===== src/rtl/aes_sched_pkg.sv =====
// ---------------------------------------------------------------------------
// aes_sched_pkg
// Shared definitions for the masked-AES job scheduler:
//   - sched_state_t : scheduler FSM states
//   - CHUNKS/CHUNK_W: serial load geometry (16 chunks of 16 bits per 256-bit
//                     two-share operand)
//   - SHARE_W       : width of one share
//   - PRNG_W        : mask randomness width
//   - LFSR_TAPS     : tap mask for x^19 + x^18 + x^17 + x^14 + 1
//   - lfsr_next()   : one Fibonacci shift step
// ---------------------------------------------------------------------------
package aes_sched_pkg;

    typedef enum logic [2:0] {
        ST_IDLE,
        ST_GO,
        ST_LOAD,
        ST_WAIT,
        ST_RESP
    } sched_state_t;

    localparam int CHUNKS  = 16;
    localparam int CHUNK_W = 16;
    localparam int SHARE_W = 128;
    localparam int PRNG_W  = 19;

    // Register bits 18,17,16,13 correspond to the x^19, x^18, x^17, x^14 terms.
    localparam logic [PRNG_W-1:0] LFSR_TAPS = 19'h72000;

    function automatic logic [PRNG_W-1:0] lfsr_next(input logic [PRNG_W-1:0] s);
        return {s[PRNG_W-2:0], ^(s & LFSR_TAPS)};
    endfunction

endpackage


===== src/rtl/prng_lfsr19.sv =====
// ---------------------------------------------------------------------------
// prng_lfsr19
// 19-bit Fibonacci LFSR supplying mask randomness to the AES core. Shifts on
// every clock; a reseed request overrides the shift for that cycle. An
// all-zero seed would lock the LFSR, so it is replaced by SEED.
// Ports:
//   i_clk      : clock, rising edge
//   i_rst_n    : asynchronous active-low reset (loads SEED)
//   i_reseed   : load i_seed this cycle
//   i_seed     : reseed value (0 selects SEED)
//   o_state    : current LFSR register value
// ---------------------------------------------------------------------------
module prng_lfsr19
    import aes_sched_pkg::*;
#(
    parameter logic [PRNG_W-1:0] SEED = 19'h5A5A5
) (
    input  logic              i_clk,
    input  logic              i_rst_n,
    input  logic              i_reseed,
    input  logic [PRNG_W-1:0] i_seed,
    output logic [PRNG_W-1:0] o_state
);

    logic [PRNG_W-1:0] r_state;

    always_ff @(posedge i_clk or negedge i_rst_n) begin
        if (!i_rst_n) begin
            r_state <= SEED;
        end else if (i_reseed) begin
            r_state <= (i_seed == '0) ? SEED : i_seed;
        end else begin
            r_state <= lfsr_next(r_state);
        end
    end

    assign o_state = r_state;

endmodule


===== src/rtl/aes_job_scheduler.sv =====
// ---------------------------------------------------------------------------
// aes_job_scheduler
// Front end for the round-based masked AES core. Arbitrates two requesters
// round-robin, streams the latched two-share plaintext/key into the core in
// 16-bit chunks (MSB chunk first), supplies LFSR mask randomness, and returns
// the two-share ciphertext. A watchdog aborts the job and pulses core_reset
// if the core never signals done.
// Ports:
//   clk, reset            : clock; asynchronous active-low reset
//   req_valid/req_ready   : per-requester job handshake (ready is one-hot)
//   req_pt0/1, req_key0/1 : per-requester {share1, share0} operands
//   resp_valid/resp_ready : response handshake
//   resp_id, resp_err     : owning requester; watchdog abort flag
//   resp_data             : {ct_share1, ct_share0}, 0 on abort
//   reseed_valid, seed_in : LFSR reload
//   core_reset, core_go   : core reset (active high) and start pulse
//   core_pt, core_key     : serial load chunks (0 outside LOAD)
//   core_prng             : mask randomness
//   core_done, core_out   : core result
// ---------------------------------------------------------------------------
module aes_job_scheduler
    import aes_sched_pkg::*;
#(
    parameter int                TIMEOUT = 4095,
    parameter logic [PRNG_W-1:0] SEED    = 19'h5A5A5
) (
    input  logic                   clk,
    input  logic                   reset,
    input  logic [1:0]             req_valid,
    output logic [1:0]             req_ready,
    input  logic [2*SHARE_W-1:0]   req_pt0,
    input  logic [2*SHARE_W-1:0]   req_pt1,
    input  logic [2*SHARE_W-1:0]   req_key0,
    input  logic [2*SHARE_W-1:0]   req_key1,
    output logic                   resp_valid,
    input  logic                   resp_ready,
    output logic                   resp_id,
    output logic                   resp_err,
    output logic [2*SHARE_W-1:0]   resp_data,
    input  logic                   reseed_valid,
    input  logic [PRNG_W-1:0]      seed_in,
    output logic                   core_reset,
    output logic                   core_go,
    output logic [CHUNK_W-1:0]     core_pt,
    output logic [CHUNK_W-1:0]     core_key,
    output logic [PRNG_W-1:0]      core_prng,
    input  logic                   core_done,
    input  logic [2*SHARE_W-1:0]   core_out
);

    localparam int              WD_W    = 12;
    localparam logic [WD_W-1:0] WD_LAST = WD_W'(TIMEOUT - 1);
    localparam logic [3:0]      K_LAST  = 4'(CHUNKS - 1);

    sched_state_t         r_state;
    logic                 r_last_grant;
    logic [3:0]           r_chunk;
    logic [WD_W-1:0]      r_wd;
    logic [2*SHARE_W-1:0] r_pt;
    logic [2*SHARE_W-1:0] r_key;
    logic                 r_resp_valid;
    logic                 r_resp_id;
    logic                 r_resp_err;
    logic [2*SHARE_W-1:0] r_resp_data;
    logic                 r_core_reset;
    logic                 r_core_go;

    logic                 w_gnt;
    logic                 w_idle_ok;
    logic [1:0]           w_ready;
    logic                 w_accept;
    logic [7:0]           w_msb;

    // Round-robin: on a tie the port that did not win last time is granted.
    // Accepts are held off while core_reset is high so no job is taken during
    // reset or before the core has left reset.
    always_comb begin
        if (req_valid == 2'b11) begin
            w_gnt = ~r_last_grant;
        end else begin
            w_gnt = req_valid[1];
        end
        w_idle_ok = (r_state == ST_IDLE) && !r_core_reset;
        w_ready   = {w_gnt, ~w_gnt} & req_valid & {2{w_idle_ok}};
    end

    assign w_accept = |w_ready;

    // Operand capture; contents only matter while loading, so no reset.
    always_ff @(posedge clk) begin
        if (w_accept) begin
            r_pt  <= w_gnt ? req_pt1  : req_pt0;
            r_key <= w_gnt ? req_key1 : req_key0;
        end
    end

    always_ff @(posedge clk or negedge reset) begin
        if (!reset) begin
            r_state      <= ST_IDLE;
            r_last_grant <= 1'b1;
            r_chunk      <= '0;
            r_wd         <= '0;
            r_resp_valid <= 1'b0;
            r_resp_id    <= 1'b0;
            r_resp_err   <= 1'b0;
            r_resp_data  <= '0;
            r_core_reset <= 1'b1;
            r_core_go    <= 1'b0;
        end else begin
            r_core_go    <= 1'b0;
            r_core_reset <= 1'b0;
            case (r_state)
                ST_IDLE: begin
                    if (w_accept) begin
                        r_last_grant <= w_gnt;
                        r_resp_id    <= w_gnt;
                        r_core_go    <= 1'b1;
                        r_state      <= ST_GO;
                    end
                end
                ST_GO: begin
                    r_chunk <= '0;
                    r_state <= ST_LOAD;
                end
                ST_LOAD: begin
                    r_chunk <= r_chunk + 4'd1;
                    if (r_chunk == K_LAST) begin
                        r_wd    <= '0;
                        r_state <= ST_WAIT;
                    end
                end
                ST_WAIT: begin
                    // done is checked first so it wins over a coincident timeout
                    if (core_done) begin
                        r_resp_data  <= core_out;
                        r_resp_err   <= 1'b0;
                        r_resp_valid <= 1'b1;
                        r_state      <= ST_RESP;
                    end else if (r_wd == WD_LAST) begin
                        r_resp_data  <= '0;
                        r_resp_err   <= 1'b1;
                        r_resp_valid <= 1'b1;
                        r_core_reset <= 1'b1;
                        r_state      <= ST_RESP;
                    end else begin
                        r_wd <= r_wd + 1'b1;
                    end
                end
                ST_RESP: begin
                    if (resp_ready) begin
                        r_resp_valid <= 1'b0;
                        r_state      <= ST_IDLE;
                    end
                end
                default: r_state <= ST_IDLE;
            endcase
        end
    end

    // Chunk k occupies bits [255-16k -: 16]; 255-16k == {~k, 4'hF}.
    assign w_msb = {~r_chunk, 4'hF};

    always_comb begin
        core_pt  = '0;
        core_key = '0;
        if (r_state == ST_LOAD) begin
            core_pt  = r_pt[w_msb -: CHUNK_W];
            core_key = r_key[w_msb -: CHUNK_W];
        end
    end

    prng_lfsr19 #(
        .SEED (SEED)
    ) u_prng (
        .i_clk    (clk),
        .i_rst_n  (reset),
        .i_reseed (reseed_valid),
        .i_seed   (seed_in),
        .o_state  (core_prng)
    );

    assign req_ready  = w_ready;
    assign resp_valid = r_resp_valid;
    assign resp_id    = r_resp_id;
    assign resp_err   = r_resp_err;
    assign resp_data  = r_resp_data;
    assign core_reset = r_core_reset;
    assign core_go    = r_core_go;

endmodule


===== config.mk =====
export PLATFORM = sky130hd
export DESIGN_NAME = aes_job_scheduler
export DESIGN_NICKNAME = d
export VERILOG_FILES = /design/src/rtl/aes_sched_pkg.sv /design/src/rtl/prng_lfsr19.sv /design/src/rtl/aes_job_scheduler.sv
export SDC_FILE = /design/constraint.sdc
export NUM_CORES = 1
export LEC_CHECK = 0
export BUFFER_PORTS_ARGS = -buffer_cell sky130_fd_sc_hd__buf_2
export CAP_MARGIN = 20
export CORE_AREA = 3 3 639 641
export DETAILED_ROUTE_END_ITERATION = 7
export DIE_AREA = 0 0 642 644
export PLACE_DENSITY = 0.32
export SETUP_SLACK_MARGIN = 0.15
export SYNTH_ARGS = -nofsm -noshare
export SYNTH_HDL_FRONTEND = slang
export SYNTH_SLANG_ARGS = --single-unit

===== constraint.sdc =====
create_clock -name clk -period 68.6 [get_ports clk]
set_input_delay 10.29 -clock clk [delete_from_list [all_inputs] [get_ports clk]]
set_output_delay 10.29 -clock clk [all_outputs]
set_load 0.05 [all_outputs]

Word level (Yosys, flattened, before mapping)
Cells that the tools add are included.
Widths: inputs -> output; s select.

word-level totals
  register bits = 812
  bits of input ports = 1306
  output and inout port bits = 314
  word-level logic and storage cells = 80

operators by class
  bitwise operators = 5
  mux-type cells = 30
  add/sub/neg operators = 2
  reduce and logical (&&, ||, !) cells = 15
  shift operators = 2
  eq/ne operators = 13

operators with widths
  kind                   count
  $mux 256               4
  $shiftx 271x9->16      2
  $mux 19                2
  $mux 12                3
  $mux 16                2
  $pmux 12 s2            1
  $logic_not 19->1       1
  $reduce_xor 19->1      1
  $mux 3                 5
  $pmux 3 s5             1
  $add 12x1->12 const B  1
  $eq 12x12->1 const B   1
  $mux 1                 10
  $ne 2x2->1 const B     5
  $pmux 4 s2             1
  $reduce_and 4->1       2
  $reduce_bool 2->1      4
  $eq 3x2->1 const B     2
  $add 4x1->4 const B    1
  $and 2x2->2            2
  $eq 4x4->1 const B     1
  $not 4->4              1
  $reduce_and 2->1       2
  $eq 3x1->1 const B     1
  10 further kinds       11

Longest topological paths before layout
  depth in word-level cells = 8
  depth in mapped cells = 8
  mapped depth without buffers = 6

Hierarchy
Synthesis repeated with hierarchy kept, for this count alone.

second synthesis, totals
  cells, all modules = 2164
  area, all modules = 36688.9 um^2

by module, submodules not included
  module             cells an instance  area each (um^2)  seq. area each (um^2)  instances
  aes_job_scheduler  2115               35916.9           22409.0                1
  prng_lfsr19        49                 772.0             488.0                  1

Worst setup path before layout
Ideal clock, no wire load.

  path type = input to register
  from = in req_valid[1]
  to = reg r_key[0] (enable)
  library setup time = 1456 ps
  stages on the path = 2
  arrival time = 32763 ps
  path buffers = 0
  path slack = 34381 ps
  data required time = 67144 ps
  path through = nor2_1 -> nor2b_1

between the ends
  longest elaborated chain between the ends = 6

RTL lines
  item                        RTL line                 source
  start: declaration          aes_job_scheduler.sv:29  input logic [1:0] req_valid,
  $eq 2x2->1                  aes_job_scheduler.sv:78  if (req_valid == 2'b11) begin
  $mux 1                      aes_job_scheduler.sv:78
  $not 1->1                   aes_job_scheduler.sv:84  w_ready = {w_gnt, ~w_gnt} & req_valid & {2{w_idle_ok}};
  $and 2x2->2 * (2 in a row)  aes_job_scheduler.sv:84
  $reduce_or 2->1 *           aes_job_scheduler.sv:87  assign w_accept = |w_ready;
  named net w_accept          aes_job_scheduler.sv:71  logic w_accept;
  end signal: assignment      aes_job_scheduler.sv:93  r_key <= w_gnt ? req_key1 : req_key0;
  end: declaration            aes_job_scheduler.sv:60  logic [2*SHARE_W-1:0] r_key;

Mark *: on every way through the listed nets, which the timed path passes. The rest lies on a longest branch.
A chain may end at the register's enable or synchronous reset.

Worst setup path after layout
  from = in req_valid[0]
  to = out req_ready[0]

between the ends
  longest elaborated chain between the ends = 5

RTL lines
  item                        RTL line                 source
  $eq 2x2->1                  aes_job_scheduler.sv:78
  $mux 1                      aes_job_scheduler.sv:78
  $not 1->1                   aes_job_scheduler.sv:84
  $and 2x2->2 * (2 in a row)  aes_job_scheduler.sv:84
  end: declaration            aes_job_scheduler.sv:30  output logic [1:0] req_ready,

Mark *: on every way between the ends. The rest lies on a longest branch, timed or not.

==> results.md <==
* Outcome: finished, final reports clean
* Die Wd at 642 um
* Crit path max fanout at 56
* Vias in the first global route at 30.0k
* Starting Density at 9.11%
* Crit Path Category: primary input to output port
* Slew HR at 16.7%
* Hold WS at 0.490 ns
* CP Launch Type: primary input
* Nets at 5,095
* Met1 global-route usage at 13.6%
* Largest family of logic cells by synthesized area: multiplexers
* Worst-skew pair later-pin latency at 0.85 ns
* Detail Route Antenna Nets at 0
* CTS Root Cell: clkbuf_16
* Reg-to-reg slack, setup at 63.54 ns
* Worst-Margin Slew at 1.25 ns
* Setup TNS at 0 ns
* Largest net degree at the start of global routing at 126
* Most frequent cells in the layout: buf_2 (1,618), mux2_2 (521), edfxtp_1 (512)
* Port Buffer Count at 1,619
* Cell area after synthesis at 36,700 sq um
* First-pass iteration count of the detailed router at 7
* Synth warnings at 0
* XOR/XNOR Fraction of Synth Area at 0.0716%
* Setup Skew at 0.0459 ns
* Reg clk slew, reported paths at 0.05 ns
* Residual DRC count at 0
* Clock Path Buffers at 4
* CTS Sinks at 812
* GR Util met2 at 27.6%
* H-tree depth at 3
* CTS Buf Count at 115
* Grt ovf at 0
* Via Count at 28.5k
* Compound-Gate Fraction of Synth Area at 8.63%
* Drt total wl at 299,000 um
* Detailed Place HPWL at 255,000 um
* Critical Path RT at 58.31 ns
* Final Hold Fails at 0
* Peak VDD IR at 0.0198 mV
* Synth Area in Simple Gates at 1.65%
* Share of cells above drive strength 1 at 64.9%
* Post-synth EDFFs at 512
* Fin. max-slew vios at 0
* Layout area overhead at 50.4%
* Adder-Cell Fraction of Synth Area at 0.102%
* Min Tclk post-route at 22.21 ns
* Fin worst setup slack at 46.39 ns
* Die area at 413,000 sq um
* # hold bufs at CTS at 0
* Post-synthesis mux area share at 24.5%
* Synthesized flop and latch total at 812
* Unrepaired setup endpoints after global routing: false
* Initial antenna violation count at 243
* Setup crit end kind: output port
* Placed Instances at 9,073
* Routed WL per cell at 32.0 um
* Ys async rst share at 36.9%
* Syn nets at 3,476
* Sequential share of the synthesized area at 62.4%
* Layer with the highest usage: met2
* GP Congestion at 0.979
* Row count at 233
* Main flop type after synthesis: edfxtp_1
* Syn Area/Cell at 16.9 sq um
* Detailed-route vias per instance at 3.06
* Synth Instances at 2,167
* Static Leakage at 21.8 nW
* Die H at 644 um
* Worst Hold Class: flip-flop to flip-flop
* Postcts setup bufs at 0
* Top-level port count at 1,620
* CP arrival at 11.92 ns
* Core box area at 403,000 sq um
* Commonest non-fill, non-tap cell in the layout: buf_2
* Place WS at 46.46 ns
* Max cap viols at 0
* M3 GR Usage at 4.57%
* First-pass GRT wire length at 366,000 um
* Synth cell types at 56
* Final setup viols at 0
* Max Clock Freq at 45.0 MHz
* CTS tree: done
* Cells resized by post-CTS repair at 0
* 1st-iter DRT viols at 1,881
* Fin cells at 9,334
* Total GRT Usage at 13.9%
* Crit share post-route at 32.4%
* Pwr Density at 46.4 nW/um^2
synth_stat cells, drive strengths merged (2+ instances only):
| master | n | area [sq um] |
|---|---|---|
| ha | 3 | 37.5 |
| and2 | 3 | 18.8 |
| a22oi | 18 | 135 |
| inv | 6 | 22.5 |
| mux4 | 115 | 2590 |
| a22o | 257 | 2250 |
| or4 | 2 | 15.0 |
| xnor2 | 2 | 17.5 |
| o21ai | 19 | 98.8 |
| buf | 139 | 856 |
| a41oi | 4 | 35.0 |
| nand3b | 2 | 15.0 |
| o22ai | 19 | 119 |
| and3 | 3 | 18.8 |
| a221o | 5 | 50.1 |
| a21o | 2 | 15.0 |
| nand3 | 27 | 148 |
| a21oi | 10 | 50.1 |
| o211ai | 9 | 67.6 |
| nand2 | 18 | 67.6 |
| nor3 | 4 | 20.0 |
| o31ai | 10 | 88.8 |
| dfstp | 12 | 315 |
| dfrtp | 288 | 7210 |
| nor4b | 5 | 43.8 |
| mux2i | 54 | 541 |
| a211oi | 10 | 75.1 |
| nor2b | 13 | 81.3 |
| mux2 | 521 | 5870 |
| o22a | 10 | 87.6 |
| nor2 | 10 | 45.0 |
| clkbuf | 27 | 101 |
| edfxtp | 512 | 15400 |
| a31oi | 7 | 43.8 |
| nor4 | 8 | 71.3 |
| nand4 | 3 | 18.8 |
| nand2b | 2 | 12.5 |
cell type report:
cell class              instances  area (sq um)
repair buffers               1668          8550
multi-input cells            1183         13000
clock buffers                 144          3050
fillers                     45500        348000
diodes                         48           120
well taps                    5405          6760
clock inverters                68           837
inverters                       6          22.5
flip-flops and latches        812         22900
stage by stage:
| step | total power [W] | instance area, sq um | util, % |
|---|---|---|---|
| after floorplan | 0.00155 | 36700 | - |
| after global placement | 0.00201 | 51200 | 12.7 |
| after detailed placement | 0.00201 | 51200 | 12.7 |
| after CTS | 0.00268 | 55100 | 13.7 |
| after global routing | 0.00270 | 55100 | 13.7 |
| final | 0.00256 | 55200 | 13.7 |
cells by family (layout without fill, tap and decap cells):
kind of cell / after synthesis / in the layout
adder cells (fa/ha/maj): 3 / 3
multiplexers: 690 / 690
flip-flops: 812 / 812
other: 0 / 48
AO/OA/AOI/OAI: 384 / 384
AND/OR/NAND/NOR: 103 / 103
XOR/XNOR: 3 / 3
buffers and inverters: 172 / 1886
flip-flops by register name, indices dropped and copies added, names as in the netlist, 3 cells and up:
register,cells
r_pt,256
resp_data,256
r_state,3
u_prng.o_state,19
r_key,256
r_wd,12
r_chunk,4
metal layers:
layer | share of wire [%] | up-vias
met5 | 0.29 | -
met4 | 2.7 | 130
met3 | 7.4 | 509
met2 | 56 | 1389
met1 | 33 | 14400
li1 | - | 12100
path summary, 6_finish.rpt:
check,from,to,depth (start not counted)
min in group asynchronous,reset,resp_data[113],1
min,resp_data[122],resp_data[122],1
max reg2reg,r_state[0],r_pt[114],7
max in group asynchronous,reset,resp_data[244],3
max,req_valid[0],req_ready[0],5
min reg2reg,resp_data[122],resp_data[122],1
critical path: stages:
cell and delay [ns]:
buf_2 0.14, a21boi_4 0.19, buf_4 0.59, nor2_1 0.34, buf_2 0.32
where the power goes:
| group | total, W | switching (W) | internal [W] |
|---|---|---|---|
| Sequential | 0.000853 | 0.000115 | 0.000737 |
| Clock | 0.000636 | 0.000257 | 0.000379 |
| Combinational | 0.00107 | 0.000768 | 0.000302 |
| Total | 0.00256 | 0.00114 | 0.00142 |
(Power assumes the default switching activity.)
